File: config.mk
export PLATFORM = sky130hd
export DESIGN_NAME = sic_mem_access_unit
export DESIGN_NICKNAME = d
export VERILOG_FILES = /design/src/rtl/sic_mem_access_unit.sv
export SDC_FILE = /design/constraint.sdc
export NUM_CORES = 1
export LEC_CHECK = 0
export CAP_MARGIN = 30
export CORE_ASPECT_RATIO = 1.25
export CORE_MARGIN = 3
export CORE_UTILIZATION = 41
export CTS_CLUSTER_SIZE = 25
export DETAILED_ROUTE_END_ITERATION = 10
export PLACE_DENSITY = 0.86
export SLEW_MARGIN = 20
export SYNTH_ARGS = -nofsm -noshare
export SYNTH_HDL_FRONTEND = slang
export SYNTH_SLANG_ARGS = --single-unit
File: constraint.sdc
create_clock -name clk -period 1.9 [get_ports clk]
set_input_delay 0.38 -clock clk [delete_from_list [all_inputs] [get_ports clk]]
set_output_delay 0.38 -clock clk [all_outputs]
set_load 0.01 [all_outputs]
File: src/rtl/sic_mem_access_unit.sv
// CPU-side access unit for the SIC 24-bit-word, byte-addressable memory.
// Sequences word/byte loads and stores over a valid/ready handshake; byte stores run as read-modify-write.
module sic_mem_access_unit #(
  parameter int MEMORY_SIZE   = 32768,
  parameter int DATA_SIZE     = 24,
  parameter int ADDRESS_WIDTH = 15
) (
  input  logic                     clk,
  input  logic                     rst_n,
  input  logic                     req_valid_i,
  output logic                     req_ready_o,
  input  logic                     req_write_i,
  input  logic                     req_byte_i,
  input  logic [ADDRESS_WIDTH-1:0] req_addr_i,
  input  logic [DATA_SIZE-1:0]     req_wdata_i,
  output logic                     rsp_valid_o,
  input  logic                     rsp_ready_i,
  output logic [DATA_SIZE-1:0]     rsp_rdata_o,
  output logic                     rsp_error_o,
  output logic                     mem_write_enable_o,
  output logic [ADDRESS_WIDTH-1:0] mem_address_o,
  output logic [DATA_SIZE-1:0]     mem_write_data_o,
  input  logic [DATA_SIZE-1:0]     mem_read_data_i
);

  typedef enum logic [1:0] {IDLE, READ, WRITE, RESP} state_e;

  localparam logic [ADDRESS_WIDTH-1:0] MaxBase = ADDRESS_WIDTH'(MEMORY_SIZE - 3);
  localparam logic [ADDRESS_WIDTH-1:0] MidBase = ADDRESS_WIDTH'(MEMORY_SIZE - 2);

  state_e                   state_q;
  logic                     write_q;
  logic                     byte_q;
  logic [1:0]               lane_q;
  logic [7:0]               wbyte_q;
  logic [ADDRESS_WIDTH-1:0] addr_q;
  logic [DATA_SIZE-1:0]     wdata_q;
  logic [DATA_SIZE-1:0]     rdata_q;
  logic                     error_q;

  logic                     acceptError;
  logic [ADDRESS_WIDTH-1:0] acceptBase;
  logic [1:0]               acceptLane;
  logic [7:0]               laneByte;
  logic [DATA_SIZE-1:0]     mergedWord;

  // Byte ops near the top slide the word window down so base+2 stays in memory.
  always_comb begin
    acceptError = 1'b0;
    acceptBase  = req_addr_i;
    acceptLane  = 2'd0;
    if (req_addr_i > MaxBase) begin
      if (req_byte_i) begin
        acceptBase = MaxBase;
        acceptLane = (req_addr_i == MidBase) ? 2'd1 : 2'd2;
      end else begin
        acceptError = 1'b1;
      end
    end
  end

  always_comb begin
    laneByte   = mem_read_data_i[23:16];
    mergedWord = mem_read_data_i;
    case (lane_q)
      2'd0: begin
        laneByte          = mem_read_data_i[23:16];
        mergedWord[23:16] = wbyte_q;
      end
      2'd1: begin
        laneByte         = mem_read_data_i[15:8];
        mergedWord[15:8] = wbyte_q;
      end
      default: begin
        laneByte        = mem_read_data_i[7:0];
        mergedWord[7:0] = wbyte_q;
      end
    endcase
  end

  always_ff @(posedge clk or negedge rst_n) begin
    if (!rst_n) begin
      state_q <= IDLE;
      write_q <= 1'b0;
      byte_q  <= 1'b0;
      lane_q  <= 2'd0;
      wbyte_q <= 8'd0;
      addr_q  <= '0;
      wdata_q <= '0;
      rdata_q <= '0;
      error_q <= 1'b0;
    end else begin
      case (state_q)
        IDLE: begin
          if (req_valid_i) begin
            write_q <= req_write_i;
            byte_q  <= req_byte_i;
            lane_q  <= acceptLane;
            wbyte_q <= req_wdata_i[7:0];
            if (acceptError) begin
              error_q <= 1'b1;
              rdata_q <= '0;
              state_q <= RESP;
            end else begin
              error_q <= 1'b0;
              addr_q  <= acceptBase;
              if (req_write_i && !req_byte_i) begin
                wdata_q <= req_wdata_i;
                state_q <= WRITE;
              end else begin
                state_q <= READ;
              end
            end
          end
        end
        // Only byte stores reach READ with a write pending.
        READ: begin
          if (write_q) begin
            wdata_q <= mergedWord;
            state_q <= WRITE;
          end else begin
            rdata_q <= byte_q ? {{(DATA_SIZE-8){1'b0}}, laneByte} : mem_read_data_i;
            state_q <= RESP;
          end
        end
        WRITE: begin
          rdata_q <= '0;
          state_q <= RESP;
        end
        RESP: begin
          if (rsp_ready_i) state_q <= IDLE;
        end
        default: state_q <= IDLE;
      endcase
    end
  end

  assign req_ready_o        = (state_q == IDLE);
  assign rsp_valid_o        = (state_q == RESP);
  assign rsp_rdata_o        = rdata_q;
  assign rsp_error_o        = error_q;
  assign mem_write_enable_o = (state_q == WRITE);
  assign mem_address_o      = addr_q;
  assign mem_write_data_o   = wdata_q;

endmodule

# Word level (Yosys, flattened, before mapping)
# Index checks and enable logic that the tools add are counted.
[classes]
n_lt_le_gt_ge = 1
n_eq_ne = 12
n_mux = 28
n_bitwise = 1
reduce_logical = 12
[op_table]
columns = ["op", "n"]
rows = [
  ["2-to-1 mux 24 bit", 8],
  ["one-hot mux 24 bit (3 select lines)", 1],
  ["one-hot mux 24 bit (2 select lines)", 1],
  ["2-to-1 mux 15 bit", 2],
  ["2-to-1 mux 8 bit", 3],
  ["one-hot mux 8 bit (2 select lines)", 1],
  ["equality test 15 bit, second input constant", 1],
  ["> comparator 15 bit, second input constant", 1],
  ["2-to-1 mux 2 bit", 7],
  ["!= test 2 bit, second input constant", 4],
  ["one-hot mux 2 bit (4 select lines)", 1],
  ["!= test 2 x 1 -> 1 bit, second input constant", 3],
  ["AND reduction 5 bit", 1],
  ["equality test 2 x 1 -> 1 bit, second input constant", 2],
  ["equality test 2 bit, second input constant", 2],
  ["logical NOT 2 bit", 2],
  ["2-to-1 mux 1 bit", 4],
  ["AND reduction 2 bit", 2],
  ["AND reduction 4 bit", 1],
  ["AND reduction 3 bit", 1],
  ["nonzero test 3 bit", 1],
  ["nonzero test 2 bit", 1],
  ["OR reduction 2 bit", 1],
  ["logical AND 1 bit", 1],
  ["other kinds (2)", 2],
]
[totals]
regBits = 78
input_bits = 69
output_inout_bits = 67
wordCells = 63

# Longest topological paths before layout
[logic_depth]
word_depth = 6
depth_mapped = 7
mapped_depth_nobuf = 6

# Worst setup path before layout
# No wires, ideal clock.
[synth_timing]
kind = "register to register"
from = "register state_q[0]"
to = "register wdata_q[10], in the netlist mem_write_data_o[10]"
setup_ns = 0.125
arrival_ns = 1.835
required_ns = 1.775
slack_ns = -0.060
path_stages_with_launch = 8
n_path_buf = 1
period_less_slack_ns = 1.960
cell_sequence = "dfrtp_1 -> inv_1 -> ha_1 -> nand2_1 -> nor4b_2 -> a21oi_4 -> buf_6 -> mux2_4"
[synth_via]
elab_chain_len = 3
word_cells_on_any_way = 9
cone_classes = "eq/ne: 5; mux: 1; reduce/logical: 3"
[synth_lines]
columns = ["item", "line_no", "source"]
rows = [
  ["start, declared", "31", "state_e state_q;"],
  ["start signal, assigned", "83", "state_q <= IDLE;"],
  ["start signal, assigned", "103", "state_q <= RESP;"],
  ["start signal, assigned", "109", "state_q <= WRITE;"],
  ["logical NOT 2 bit (*)", "-", ""],
  ["net req_ready_o", "11", "output logic req_ready_o,"],
  ["!= test 2 x 1 -> 1 bit (no line), or another cell as far along", "-", ""],
  ["AND reduction 5 bit (no line)", "-", ""],
  ["end signal, assigned", "108", "wdata_q <= req_wdata_i;"],
  ["end signal, assigned", "119", "wdata_q <= mergedWord;"],
  ["end, declared", "37", "logic [DATA_SIZE-1:0] wdata_q;"],
]
# Mark *: on every way through the listed nets, which the timed path passes. The rest lies on a longest branch.
# A chain may end at the register's enable or synchronous reset.

# Final worst setup path
[layout_timing]
from = "register state_q[0]"
to = "register wdata_q[14], in the netlist mem_write_data_o[14]"
[layout_via]
elab_chain_len = 3
word_cells_on_any_way = 9
cone_classes = "eq/ne: 5; mux: 1; reduce/logical: 3"
[layout_lines]
columns = ["item", "line_no", "source"]
rows = [
  ["equality test 2 x 1 -> 1 bit / logical NOT 2 bit (equally long branches)", "93", "case (state_q)"],
  ["!= test 2 bit (no line), or another cell as far along", "-", ""],
  ["AND reduction 5 bit (no line)", "-", ""],
]
# Several ways; a longest one is shown, not always the timed one.

==> results.cfg <==
[global_route]
gr-max-usage-layer = met2
grt_max_degree = 60
antenna_found_initial = 0
met2_usage = 0.404
grt_usage = 0.227
use_met3 = 0.0644
use_met1 = 0.254
grt_overflow_total = 0
grt_pass1_vias = 3680
grt_pass1_wl_um = 18900

[clocking]
root_buffer = clkbuf_16
clk_latency_ns = 0.33
cts_tree = done
cts_max_level = 3
cts_sinks = 78
cts_buffer_depth = 2
cts_buffers = 9
cts.reportedPaths.clkPinSlew_ns = 0.06

[critical_path]
critPathLaunchType = register
endpoint_kind = register
worst-setup-path-type = reg -> reg
critical_path.max_fanout = 6
critPathRequiredTime_ns = 2.11
cp.arrival_ns = 2.15

[synthesis]
syn_nets = 431
yosys-top-cells-area = dfrtp_1 (49%), mux2i_1 (14%), mux2_4 (7.5%)
synth-seq-cells = 78
seq_area_frac_synth = 0.487
yosys_warnings = 0
synthesis.area_um2 = 4010
synth_cells = 358
synth_cell_types = 37
yosysTopAreaCell = dfrtp_1
yosysTopAreaCellShare = 0.487
avgSynthCellArea_um2 = 11.2

[cells_and_area]
final_nets = 607
multi_input_area_um2 = 1940
drive_above_1_share = 0.219
regArea_um2 = 1950
area_growth_syn_to_layout_pct = 57.2
num-fill-cells = 655
layout_commonest_cell = clkdlybuf4s50_1
finalCoreUtilization = 0.676
antenna_cells = 0
final_cell_mix = clkdlybuf4s50_1 (117), dfrtp_1 (77), mux2i_1 (57)

[routing]
wl_per_cell_um = 18.8
drc_errors = 0
vias_per_cell = 5.12
antenna_left = 0
drt-total-wl_um = 12400
vias = 3385
drt-initial-drc-count = 88
first_pass_iters = 4

[sta]
fin_crit_ns = 1.93
grt_setup_unrepaired = yes
max_freq_mhz = 518
setup_slack_ns = -0.0318
worst_pin_slew_ns = 0.545
hold_viol_final = 0
skew_ns = 0.00416
slew_headroom = 0.637
fin_crit_sh = 1.02
drv_slew = 0
setup_viol = 20
timing.hold.ws_ns = 0.435

[power]
leakagePower_nw = 2.90
ir_drop_mv = 0.978
finalPower_mw = 9.77
p_per_area_nw_per_um2 = 1550

[floorplan]
ios = 136
fp-row-count = 39
die_w_um = 94.5
fp.dieH_um = 117
die-area_um2 = 11000
start_util = 0.430
fp.coreArea_um2 = 9320

[flow_run]
drv_cap = 0

[hold_path]
holdCritPathClass = in -> reg

[place]
gp_congestion = 0.823
io_buffers = 135
dpl.hpwl_um = 8920

[outcome]
status = finished with violations
violations = setup timing
critical path, cell delays in order (launching register included):
cell and delay (ns):
dfrtp_2 0.44, ha_4 0.18, nor2b_4 0.13, nor4b_4 0.34, a21oi_4 0.11, buf_12 0.14, clkbuf_16 0.16, mux2_4 0.29
power by group:
group          leakage (nW)  internal, mW  switching [mW]
Sequential            0.956          2.36           0.511
Clock                 0.146          1.14           0.652
Combinational          1.79          2.94            2.17
stage by stage:
stage               setup TNS [ns]  cells  worst slack (ns)  area (um2)
global route                 -1.08    661           -0.0672        6300
detailed placement          -23.82    632            -0.564        5760
global placement            -20.91    632            -0.504        5760
CTS                          -1.47    658           -0.0891        6250
floorplan                   -0.290    358           -0.0145        4040
finish                      -0.261    661           -0.0318        6300
what timing repair did:
action                                  4_1_cts  5_1_grt
endpoints found under the setup margin       32       30
gates resized for setup                      31        6
hold buffers                                  1        0
pin swaps                                     6        4
buffers inserted                              8        3
gates cloned                                  2        2
hold endpoints to repair                     19        0
state kept, by name, indices dropped and copies added (netlist names):
register / count
rsp_rdata_o: 24
wbyte_q: 8
write_q: 1
rsp_error_o: 1
lane_q: 2
mem_write_data_o: 24
mem_address_o: 15
state_q: 2
byte_q: 1
final timing paths:
path / startpoint / to / slack (ns) / depth (start not counted)
worst max-delay path: state_q[0] / mem_write_data_o[14] / -0.03 / 7
worst min-delay path: req_addr_i[6] / mem_address_o[6] / 0.43 / 2
worst max register to register: state_q[0] / mem_write_data_o[14] / -0.03 / 7
worst min register to register: mem_address_o[10] / mem_address_o[10] / 0.50 / 1
max in group asynchronous: rst_n / mem_write_data_o[6] / 0.83 / 3
min in group asynchronous: rst_n / mem_address_o[7] / 0.48 / 2
per-layer routing:
layer | vias up | wire (um)
li1 | 1598 | -
met1 | 1641 | 4740
met2 | 123 | 6600
met3 | 23 | 819
met4 | 0 | 278
met5 | - | 0
synth_stat cells:
library cell and count:
and3_1 2, a32oi_1 1, a21boi_0 1, a21oi_4 1
nor2b_1 4, nand3b_1 1, nand4_1 3, nor4b_2 1
and2_1 1, nand3_1 1, mux2_2 14, dfrtp_1 78
o21ai_0 2, mux2_1 4, ha_1 4, inv_1 30
nor3_1 1, mux2i_1 57, o32ai_1 1, a2bb2oi_1 1
nand4_2 1, o21ai_1 1, mux2_4 20, o211ai_1 8
nor2_2 1, o41ai_1 1, nand2b_1 1, nand2_1 32
buf_4 2, buf_6 2, or4_4 1, nor2_1 27
a21oi_1 27, nor4_4 1, buf_2 2, clkbuf_1 14
o22a_1 9
area by class of cell:
type / instances / share of cell area
Sequential cell: 78 / 0.310
Multi-Input combinational cell: 230 / 0.307
Timing Repair Buffer: 185 / 0.292
Clock buffer: 11 / 0.0369
Tap cell: 123 / 0.0244
Inverter: 30 / 0.0183
Clock inverter: 4 / 0.0115
cell families after synthesis:
family | after synthesis | synth area share
AOI/OAI and AO/OA | 53 | 0.0867
muxes | 95 | 0.268
buffers and inverters | 50 | 0.0530
adders and majority gates | 4 | 0.0125
and+or+nand+nor | 78 | 0.0933
DFF | 78 | 0.487
No activity file was read; power rests on OpenSTA's default activity.
==> variant 1, RTL diff (same settings) <==
Change the parameter `ADDRESS_WIDTH` from 15 to 16.
--- a/src/rtl/sic_mem_access_unit.sv
+++ b/src/rtl/sic_mem_access_unit.sv
@@ -3,7 +3,7 @@
 module sic_mem_access_unit #(
   parameter int MEMORY_SIZE   = 32768,
   parameter int DATA_SIZE     = 24,
-  parameter int ADDRESS_WIDTH = 15
+  parameter int ADDRESS_WIDTH = 16
 ) (
   input  logic                     clk,
   input  logic                     rst_n,
Interface: changed (resized mem_address_o and req_addr_i); port bits go from 136 to 138. The function was not compared with the original's and may differ.
==> variant 1 against the unedited design <==
  * Synthesized area increased by 2.2%
  * Highest routed layer unchanged
  * Total power increased by 5.9%
  * Sequential power increased by 2%
  * Critical endpoint is now mem_write_data_o[9]
  * Synthesized cell count grew 1.4%
  * Critical path depth down 1
  * Design area up 0.16%
  * Sequential cell count is 1 higher
  * Largest cell class unchanged
  * First-iteration DRC count rose by 95%
  * The flow still finishes with violations (setup timing)
  * Worst setup slack worse by 0.0062 ns
  * Wire length up 3.2%
  * Core utilization down 2.3 points
==> variant 1: results <==
export IMPL_grt_max_degree=37
export IMPL_yosys_top_cells_count="79 x dfrtp_1, 56 x mux2i_1, 33 x inv_1"
export IMPL_reg2reg_depth=6
export IMPL_crit_fanout=12
export IMPL_post_place_cells=634
export IMPL_antenna_found_initial=0
export IMPL_synth_seq_area_share_pct=48.2
export IMPL_drtIter0Drc=172
export IMPL_synth_compound_area_share_pct=11.4
export IMPL_syn_nets=437
export IMPL_hp_start="req_addr_i[13]"
export IMPL_worst_pin_slew_ns=0.537
export IMPL_critPathTopFamily="multiplexers"
export IMPL_final_cells=659
export IMPL_min_delay_worst_endpoint="mem_address_o[13]"
export IMPL_port_buffers=137
export IMPL_use_met2_pct=38.0
export IMPL_violations="setup timing"
export IMPL_use_met3_pct=5.69
export IMPL_numCtsBuffers=9
export IMPL_finalSetupViolCount=17
export IMPL_ir_drop_v=0.000873
export IMPL_clock_skew_ns=0.00314
export IMPL_grtUsageMet1_pct=28.4
export IMPL_final_fill_count=690
export IMPL_outcome="finished with violations"
export IMPL_postSynthAreaPerCell_sq_um=11.3
export IMPL_clk_pin_slew_ns=0.06
export IMPL_grt_usage_pct=23.2
export IMPL_leakagePower_nw=2.82
export IMPL_htree_levels=3
export IMPL_grt_pass1_vias=3759
export IMPL_vias=3438
export IMPL_routabilityCongestion=0.910
export IMPL_wl_per_cell_um=19.5
export IMPL_grt_pass1_wl_mm=19.9
export IMPL_synthMuxAreaShare_pct=24.8
export IMPL_yosys_area_share_adder_pct=1.22
export IMPL_drive_gt1_share_pct=19.5
export IMPL_crit_path_max_incr_delay_ns=0.45
export IMPL_synth_area_leaders="dfrtp_1 48%, mux2i_1 14%, mux2_4 7.3%"
export IMPL_fin_hold_ws_ns=0.425
export IMPL_yosysUniqueCellTypes=36
export IMPL_clock_latency_ns=0.34
export IMPL_dpl_hpwl_mm=9.00
export IMPL_slowest_stage="dfrtp_2"
export IMPL_timing_rr_end="mem_write_data_o[9]"
export IMPL_postLayoutSetupSlackWorst_ns=-0.0379
export IMPL_finalNetCount=604
==> variant 1: changes by cell type after synthesis, sizes merged, moves of 3 or more <==
cell,delta
o22a,+5
a21oi,-3
mux2,-4
inv,+3
nand3,+3
buf,+4
o22ai,+3
==> variant 1: final cells by class <==
| cell class | instances | area share (%) |
|---|---|---|
| clock buffer | 11 | 3.85 |
| clock inverter | 3 | 1.09 |
| inverter | 33 | 1.96 |
| multi-input combinational | 228 | 29.9 |
| sequential | 79 | 31.3 |
| tap | 126 | 2.50 |
| timing repair buffer | 179 | 29.4 |
==> variant 1: repair_timing <==
action	in CTS	in global routing
endpoints found under the setup margin	66	48
setup buffers	4	1
gates resized for setup	25	7
pin swaps	4	0
gates cloned	2	3
hold buffers	1	0
endpoints found under the hold margin	26	0
==> variant 1: logic make-up (layout without fill, tap and decap cells) <==
kind of cell    after synthesis  after routing
compound gates               63             63
fa+ha+maj                     4              4
buf+inv                      56            226
flops                        79             79
mux                          90             90
simple gates                 71             71
==> variant 1: metal layers <==
metal,part of all wire (%),vias to the layer above
li1,-,1601
met1,39,1673
met2,51,128
met3,5.9,36
met4,3.8,0
met5,0,-
==> variant 1: power by group <==
group	total, W	internal [W]	leakage [nW]	switching, W
combinational	0.00559	0.00320	1.71	0.00239
clock	0.00183	0.00117	0.152	0.000656
sequential	0.00293	0.00242	0.955	0.000513
total	0.0104	0.00679	2.82	0.00356
==> variant 1: through the flow <==
stage	setup TNS, ns	utilization [%]	cell area [sq um]	setup slack (ns)
after CTS	0	64.2	6210	0.0276
after global placement	-26.13	59.9	5790	-0.410
final	-0.476	65.3	6310	-0.0379
after floorplan	0	-	4110	0.00269
after detailed placement	-30.05	59.9	5790	-0.496
after global routing	-1.30	65.3	6310	-0.0725
==> variant 2, RTL diff (same flow settings) <==
Made on the original files. Encoding of `state_e`: now one-hot (4 bits for 4 states).
--- a/src/rtl/sic_mem_access_unit.sv
+++ b/src/rtl/sic_mem_access_unit.sv
@@ -23,7 +23,7 @@
   input  logic [DATA_SIZE-1:0]     mem_read_data_i
 );
 
-  typedef enum logic [1:0] {IDLE, READ, WRITE, RESP} state_e;
+  typedef enum logic [3:0] {IDLE = 4'b0001, READ = 4'b0010, WRITE = 4'b0100, RESP = 4'b1000} state_e;
 
   localparam logic [ADDRESS_WIDTH-1:0] MaxBase = ADDRESS_WIDTH'(MEMORY_SIZE - 3);
   localparam logic [ADDRESS_WIDTH-1:0] MidBase = ADDRESS_WIDTH'(MEMORY_SIZE - 2);
Behaviour: no difference found for any inputs over 4 cycles, from zero or initial values and one cycle with rst_n low; so few cycles prove little.
==> variant 2 against the unedited design <==
  * Sequential cell count up 2
  * Total power shrank 10%
  * Critical path type unchanged
  * Count of clock-buffer cells in the layout grew 3
  * Wire length grew 23%
  * Highest routed layer unchanged
  * Global-route usage is 4.0 points higher
  * Sequential power rose by 2%
  * Worst setup slack got worse by 0.15 ns
  * Clock skew grew 0.0020 ns
  * Cell count is 8.8% higher
  * Design area increased by 6.9%
  * Core utilization grew 4.3 points
  * Synthesized area increased by 0.19%
  * Sequential share of layout area decreased by 1.2 points
  * The run still ends with setup timing left
  * Critical endpoint is now mem_write_data_o[10]
==> variant 2: results <==
export IMPL_clock_skew_ns=0.00614
export IMPL_crit_path_max_incr_delay_ns=0.53
export IMPL_buffers=199
export IMPL_wl_per_cell_um=21.3
export IMPL_slowest_stage="or4b_4"
export IMPL_clkCellAreaFrac_pct=4.12
export IMPL_finalSetupViolCount=53
export IMPL_met1_length_mm=5.06
export IMPL_violations="setup timing"
export IMPL_grtUsageMet1_pct=28.3
export IMPL_drt_total_wl_mm=15.3
export IMPL_drive_gt1_share_pct=29.7
export IMPL_fin_tns_setup_ns=-5.13
export IMPL_multi_input_area_sq_mm=0.00222
export IMPL_outcome="finished with violations"
export IMPL_grt_pass1_wl_mm=22.3
export IMPL_nClkBuffers=14
export IMPL_yosys_top_cells_count="79 x dfrtp_1, 64 x nand2_1, 48 x a211oi_1"
export IMPL_routabilityCongestion=0.847
export IMPL_worst_pin_slew_ns=0.599
export IMPL_synthMuxAreaShare_pct=9.62
export IMPL_seq_area_sq_mm=0.00201
export IMPL_leakagePower_nw=2.71
export IMPL_postLayoutSetupSlackWorst_ns=-0.181
export IMPL_synth_top_family_by_area="simple AND/OR/NAND/NOR gates"
export IMPL_synth_seq_area_share_pct=49.9
variant 2: changes by cell type in the layout (fill, tap and decap cells not counted), sizes merged, moves of 16 or more:
cell / before / now
a211oi: 0 / 48
nand2: 32 / 64
mux2i: 57 / 24
mux2: 38 / 13
a21oi: 28 / 2
nor4: 1 / 26
buf: 48 / 66
dlygate4sd2: 17 / 1
variant 2: worst paths after layout:
check                                       from                   end  slack (ns)  cells after the start
max in group asynchronous                  rst_n        rsp_rdata_o[3]        0.77                      3
worst min-delay path               req_addr_i[2]      mem_address_o[2]        0.29                      2
min in group asynchronous                  rst_n      mem_address_o[5]        0.54                      2
worst min register to register  mem_address_o[6]      mem_address_o[6]        0.49                      1
worst max-delay path                  state_q[2]  mem_write_data_o[10]       -0.18                      8
worst max register to register        state_q[2]  mem_write_data_o[10]       -0.18                      8
